`config.mk`:
```
export PLATFORM = sky130hd
export DESIGN_NAME = tick_gen
export DESIGN_NICKNAME = d
export VERILOG_FILES = /design/src/rtl/tick_gen.sv
export SDC_FILE = /design/constraint.sdc
export NUM_CORES = 1
export LEC_CHECK = 0
export BUFFER_PORTS_ARGS = -buffer_cell sky130_fd_sc_hd__buf_2
export CAP_MARGIN = 25
export CORE_MARGIN = 2
export CORE_UTILIZATION = 44
export DETAILED_ROUTE_END_ITERATION = 16
export GPL_TIMING_DRIVEN = 0
export PLACE_DENSITY_LB_ADDON = 0.3
export REMOVE_ABC_BUFFERS = 1
export SLEW_MARGIN = 20
export SYNTH_ARGS = -nofsm -noshare
export SYNTH_HDL_FRONTEND = slang
export SYNTH_SLANG_ARGS = --single-unit
```
`constraint.sdc`:
```
create_clock -name clk_i -period 9.9 [get_ports clk_i]
set_input_delay 0.495 -clock clk_i [delete_from_list [all_inputs] [get_ports clk_i]]
set_output_delay 0.495 -clock clk_i [all_outputs]
set_load 0.03 [all_outputs]
```
`src/rtl/tick_gen.sv`:
```
// Programmable pulse-train source: prescaler divides clk_i by a latched divisor
// and emits one-cycle ticks, optionally in fixed-length bursts ending with done.
module tick_gen #(
   parameter int DIV_WIDTH   = 16,
   parameter int BURST_WIDTH = 8
) (
   input  logic                   clk_i,
   input  logic                   rst_i,
   input  logic                   start_i,
   input  logic                   stop_i,
   input  logic                   pause_i,
   input  logic [DIV_WIDTH-1:0]   divisor_i,
   input  logic [BURST_WIDTH-1:0] burst_i,
   output logic                   tick_o,
   output logic                   done_o,
   output logic                   busy_o,
   output logic [BURST_WIDTH-1:0] tick_count_o
);

   // state | meaning
   // IDLE  | waiting for start; latches and tick_count retained
   // RUN   | prescaler counting, ticks issued at terminal count
   // PAUSE | prescaler and tick_count frozen
   typedef enum logic [1:0] {
      IDLE  = 2'd0,
      RUN   = 2'd1,
      PAUSE = 2'd2
   } state_t;

   state_t                 state_q, state_d;
   logic [DIV_WIDTH-1:0]   prescale_q, prescale_d;
   logic [DIV_WIDTH-1:0]   div_q, div_d;
   logic [BURST_WIDTH-1:0] burst_q, burst_d;
   logic [BURST_WIDTH-1:0] count_q, count_d;
   logic                   tick_q, tick_d;
   logic                   done_q, done_d;
   logic [BURST_WIDTH-1:0] count_inc;

   assign count_inc = count_q + {{(BURST_WIDTH-1){1'b0}}, 1'b1};

   always_comb begin
      state_d    = state_q;
      prescale_d = prescale_q;
      div_d      = div_q;
      burst_d    = burst_q;
      count_d    = count_q;
      tick_d     = 1'b0;
      done_d     = 1'b0;
      case (state_q)
         IDLE: begin
            if (start_i && !stop_i) begin
               div_d      = (divisor_i == '0) ? {{(DIV_WIDTH-1){1'b0}}, 1'b1} : divisor_i;
               burst_d    = burst_i;
               prescale_d = '0;
               count_d    = '0;
               state_d    = pause_i ? PAUSE : RUN;
            end
         end
         RUN, PAUSE: begin
            if (stop_i) begin
               state_d = IDLE;
            end else if (pause_i) begin
               state_d = PAUSE;
            end else begin
               // Leaving PAUSE counts on the same edge so paused cycles add exactly P to the period.
               state_d = RUN;
               if (prescale_q == div_q - {{(DIV_WIDTH-1){1'b0}}, 1'b1}) begin
                  prescale_d = '0;
                  tick_d     = 1'b1;
                  count_d    = count_inc;
                  if (burst_q != '0 && count_inc == burst_q) begin
                     done_d  = 1'b1;
                     state_d = IDLE;
                  end
               end else begin
                  prescale_d = prescale_q + {{(DIV_WIDTH-1){1'b0}}, 1'b1};
               end
            end
         end
         default: state_d = IDLE;
      endcase
   end

   always_ff @(posedge clk_i or posedge rst_i) begin
      if (rst_i) begin
         state_q    <= IDLE;
         prescale_q <= '0;
         div_q      <= '0;
         burst_q    <= '0;
         count_q    <= '0;
         tick_q     <= 1'b0;
         done_q     <= 1'b0;
      end else begin
         state_q    <= state_d;
         prescale_q <= prescale_d;
         div_q      <= div_d;
         burst_q    <= burst_d;
         count_q    <= count_d;
         tick_q     <= tick_d;
         done_q     <= done_d;
      end
   end

   assign tick_o       = tick_q;
   assign done_o       = done_q;
   assign busy_o       = (state_q != IDLE);
   assign tick_count_o = count_q;

endmodule

```
---- Word level (Yosys, flattened, before mapping) ----
Index checks and enable logic that the tools add are counted.
storage, ports and cells
  memories ................................ 0
  output and inout bits ................... 11
  register bits after elaboration ......... 52
  bits in writable memories ............... 0
  input bits .............................. 29
  bits in latches ......................... 0
  memory bits (read-only) ................. 0
cells by class
  shift operators ......................... 0
  $lt $le $gt $ge ......................... 0
  mux-type cells .......................... 27
  bitwise operators ....................... 0
  reductions and logical operators ........ 12
  eq/ne operators ......................... 8
  multipliers ............................. 0
  $add $sub $neg .......................... 3
  div/mod/pow operators ................... 0
operator list
  cell                     count
  $mux W16                 5
  $mux W8                  4
  $pmux W16 S2             1
  $add A16 B1 Y16 const B  1
  $eq A16 B16 Y1           1
  $logic_not A16 Y1        1
  $pmux W8 S2              1
  $sub A16 B1 Y16 const B  1
  $mux W1                  11
  $add A8 B1 Y8 const B    1
  $eq A8 B8 Y1             1
  $mux W2                  4
  $ne A2 B2 Y1 const B     4
  $reduce_bool A8 Y1       1
  $reduce_and A5 Y1        1
  $pmux W2 S2              1
  $reduce_and A4 Y1        1
  $reduce_bool A2 Y1       2
  $eq A2 B1 Y1 const B     1
  $eq A2 B2 Y1 const B     1
  $logic_and A1 B1 Y1      2
  $logic_not A2 Y1         1
  $reduce_and A2 Y1        1
  $reduce_or A2 Y1         1
  $logic_not A1 Y1         1

---- Depth between registers and ports, before layout ----
  depth in word-level cells ............... 8
  gate-level depth with buffers ........... 13

---- Worst setup path after synthesis ----
OpenSTA, ideal clock, no wires.
  kind .................................... register -> register
  start ................................... register div_q[0]
  end ..................................... register count_q[1], in the netlist tick_count_o[1]
  slack ................................... 6.764 ns
  cell stages (with the launch flop) ...... 13
  data arrival time ....................... 3.015 ns
  clock period less this slack ............ 3.136 ns
  cells stage by stage .................... dfrtp_1 inv_1 ha_1 or4b_2 clkbuf_1 xnor2_1 or3_1 o311a_1 nor4_2 buf_4 inv_2 a22o_1 a22o_1
between the ends
  cells in the longest elaborated chain, start to end .. 4
ends and longest elaborated chain
  item                         line  source
  start: declaration           32    logic [DIV_WIDTH-1:0] div_q, div_d;
  start signal: assignment     96    div_q <= div_d;
  $sub A16 B1 Y16              67    if (prescale_q == div_q - {{(DIV_WIDTH-1){1'b0}}, 1'b1}) begin
  $eq A16 B16 Y1               67
  $ne A2 B2 Y1 (no line)       -
  $reduce_and A5 Y1 (no line)  -
  end signal: assignment       98    count_q <= count_d;
  end: declaration             34    logic [BURST_WIDTH-1:0] count_q, count_d;
No other way between the ends.
A chain may end at the register's enable or synchronous reset.

---- Final worst setup path ----
  start ................................... register div_q[0]
  end ..................................... register count_q[7], in the netlist tick_count_o[7]
Same word-level chain as after synthesis.

==> flow_metrics.tcl <==
set metrics [dict create \
    status "complete, no violations" \
    power_leakage_nw 1.53 \
    final_cells 444 \
    drv_slew 0 \
    post-cts-setup-buffer-count 0 \
    core-area_mm2 0.00679 \
    overflow 0 \
    numClockSinks 52 \
    grt_use_total_pct 17.6 \
    cts_tree "yes" \
    critical_path_class "flip-flop to flip-flop" \
    io_pins 40 \
    fp.dieH_um 87.8 \
    htree_levels 2 \
    ys_warn_count 0 \
    layout-drive-gt1-share_pct 22.1 \
    numCtsBuffers 5 \
    grt_max_degree 35 \
    synth_largest_area_cell "dfrtp_1" \
    start_kind "flip-flop" \
    dr.first_iter.drc_count 139 \
    yosys-top-cells-area "dfrtp_1 (42%), mux2_2 (8.4%), xnor2_1 (4.8%)" \
    ir_drop_mv 0.140 \
    synth-edff-count 0 \
    cpPeakStageDelay_ps 700 \
    wl_per_cell_um 14.3 \
    ys_types 51 \
    min_path_type "input port to asynchronous set/reset pin" \
    crit_fanout 12 \
    drtAntennaViolNets 0 \
    fin_crit_sh_pct 37.7 \
    numPortBuffers 39 \
    async_flop_share_pct 100 \
    grt_pass1_wl_um 10800 \
    hpwlAfterDp_um 4680 \
    synth_area_mm2 0.00309 \
    hold_ws_ps 168 \
    worstPathArrival_ps 3920 \
    first_global_vias 2444 \
    ys_seq_area_share_pct 42.1 \
    final_hold_viol_count 0 \
    die_area_mm2 0.00771 \
    power_density_mw_per_mm2 225 \
    placed_area_mm2 0.00336 \
    place_congestion 0.824 \
    cts_resized 0 \
    cts_hold_buf 0 \
    rsz0062_at_grt "no" \
    critPathRequiredTime_ps 10090 \
    max_freq_mhz 268 \
    synthDominantCellAreaShare_pct 42.1 \
    n_antenna_cell 0 \
    relSlewSlack_pct 39.1 \
    stdcell_area_mm2 0.00345 \
    yosys_most_used_dff "dfrtp_1" \
    avgSynthCellArea_um2 9.78 \
    finish.utilization_pct 50.8 \
    clk_latency_ps 310 \
    post-route-min-period_ps 3730 \
    first_pass_iters 4 \
    path_cells "inv_1, ha_1, or4b_2, xnor2_1, or3_1, o311a_1, nor4_4, buf_6, o21ai_1, o21ai_0, o31ai_1" \
    max-cap-violations 0 \
    initial_core_util_pct 45.5 \
    area_growth_pct 11.7 \
    vias_per_cell 5.62 \
    nNetsFinal 381 \
    antenna_found_initial 0 \
    cp-end-kind "flip-flop" \
    cts_buffer_depth 2 \
    tightest_slew_ps 907 \
    root_buffer "clkbuf_8" \
    ys_ff_latch 52 \
    rows 30 \
    setup_viol 0 \
    slowest_stage "or4b_2" \
    synth_cells 316 \
    drc 0 \
    vias 2496 \
    die_w_um 87.8 \
    placedCellCount 436 \
    clk_pin_slew_ps 90 \
    finClkSkew_ps 2.97 \
    wl_um 6360 \
    tns_ps 0 \
]
==> per-layer routing <==
layer | part of all wire [%] | up-vias | wire length [um] | GRT usage (%)
li1 | - | 1234 | - | -
met1 | 45 | 1196 | 2890 | 21.6
met2 | 49 | 57 | 3130 | 30.9
met3 | 3.9 | 9 | 250 | 3.11
met4 | 1.4 | 0 | 86 | 6.43
met5 | 0 | - | 0 | 0
==> cells by family (layout without fill, tap and decap cells) <==
group                    Yosys count  in the layout  synth area share (%)
multiplexers                      28             28                  10.0
AND/OR/NAND/NOR                   99             99                  17.6
AO/OA/AOI/OAI                     74             74                  15.2
flip-flops                        52             52                  42.1
XOR/XNOR                          33             33                  9.35
buffers and inverters             25             57                  3.72
adder cells (fa/ha/maj)            5              5                  2.02
==> power by group <==
| part | total, mW | switching, mW | internal [mW] |
|---|---|---|---|
| Clock | 0.125 | 0.0681 | 0.0572 |
| Sequential | 0.354 | 0.0816 | 0.273 |
| Combinational | 0.297 | 0.150 | 0.147 |
| Total | 0.776 | 0.300 | 0.477 |
==> path summary, 6_finish.rpt <==
check	start	end	slack (ps)	cells after the start
setup / recovery	div_q[0]$_DFFE_PP0P_	tick_count_o[7]$_DFFE_PP0P_	6170	11
hold / removal	rst_i	tick_count_o[0]$_DFFE_PP0P_	170	2
max in group asynchronous	rst_i	div_q[5]$_DFFE_PP0P_	9210	3
min in group clk_i	burst_i[1]	burst_q[1]$_DFFE_PP0P_	410	2
setup reg to reg	div_q[0]$_DFFE_PP0P_	tick_count_o[7]$_DFFE_PP0P_	6170	11
hold reg to reg	prescale_q[15]$_DFFE_PP0P_	prescale_q[15]$_DFFE_PP0P_	510	1
==> cell usage after synthesis, drive strengths merged (2+ instances only) <==
| master | instances |
|---|---|
| nand3 | 16 |
| nand2b | 2 |
| nor3 | 10 |
| o311a | 2 |
| o21a | 2 |
| clkbuf | 10 |
| a31oi | 11 |
| buf | 7 |
| dfrtp | 52 |
| mux2i | 5 |
| xor2 | 16 |
| or4b | 2 |
| and2 | 3 |
| o21ai | 20 |
| and3 | 13 |
| a22o | 6 |
| ha | 5 |
| mux2 | 23 |
| nor4 | 9 |
| a211oi | 4 |
| or4 | 3 |
| inv | 8 |
| or3 | 6 |
| xnor2 | 17 |
| or2 | 2 |
| nand2 | 13 |
| nor2 | 14 |
| o31ai | 3 |
| a21oi | 17 |
==> per-stage QoR <==
| step | power, mW | setup WS (ps) |
|---|---|---|
| floorplan | 0.575 | 5930 |
| global placement | 0.639 | 5100 |
| detailed placement | 0.656 | 6130 |
| CTS | 0.784 | 6100 |
| global route | 0.836 | 6020 |
| finish | 0.776 | 6170 |
==> cell usage in the layout (no fill, tap or decap), drive strengths merged, types with 3 or more instances in the layout <==
cell	n
mux2	23
nor2	14
inv	8
o21ai	20
nor4	9
buf	41
o31ai	3
a22o	6
or3	6
and3	13
xnor2	17
clkbuf	8
nand2	13
a211oi	4
dfrtp	52
xor2	16
a21oi	17
or4	3
a31oi	11
mux2i	5
ha	5
and2	3
nand3	16
nor3	10
==> worst max-delay path: cells and delay by family (launching register included) <==
kind,cells,cell delay (ps)
compound gates,4,850
flops,1,430
fa+ha+maj,1,190
buf+inv,2,320
xor+xnor,1,160
simple gates,3,1650
==> layout make-up <==
type / instances / area [um2]
timing repair buffer: 41 / 226
clock buffer: 8 / 90.1
inverter: 8 / 30.0
fill: 618 / 3340
sequential: 52 / 1300
multi-input combinational: 239 / 1690
tap: 96 / 120
==> flip-flops by register name, summed over array words and instances (netlist names) <==
name          count
prescale_q       16
tick_o            1
div_q            16
state_q           2
tick_count_o      8
done_o            1
burst_q           8
(Power assumes the default switching activity.)
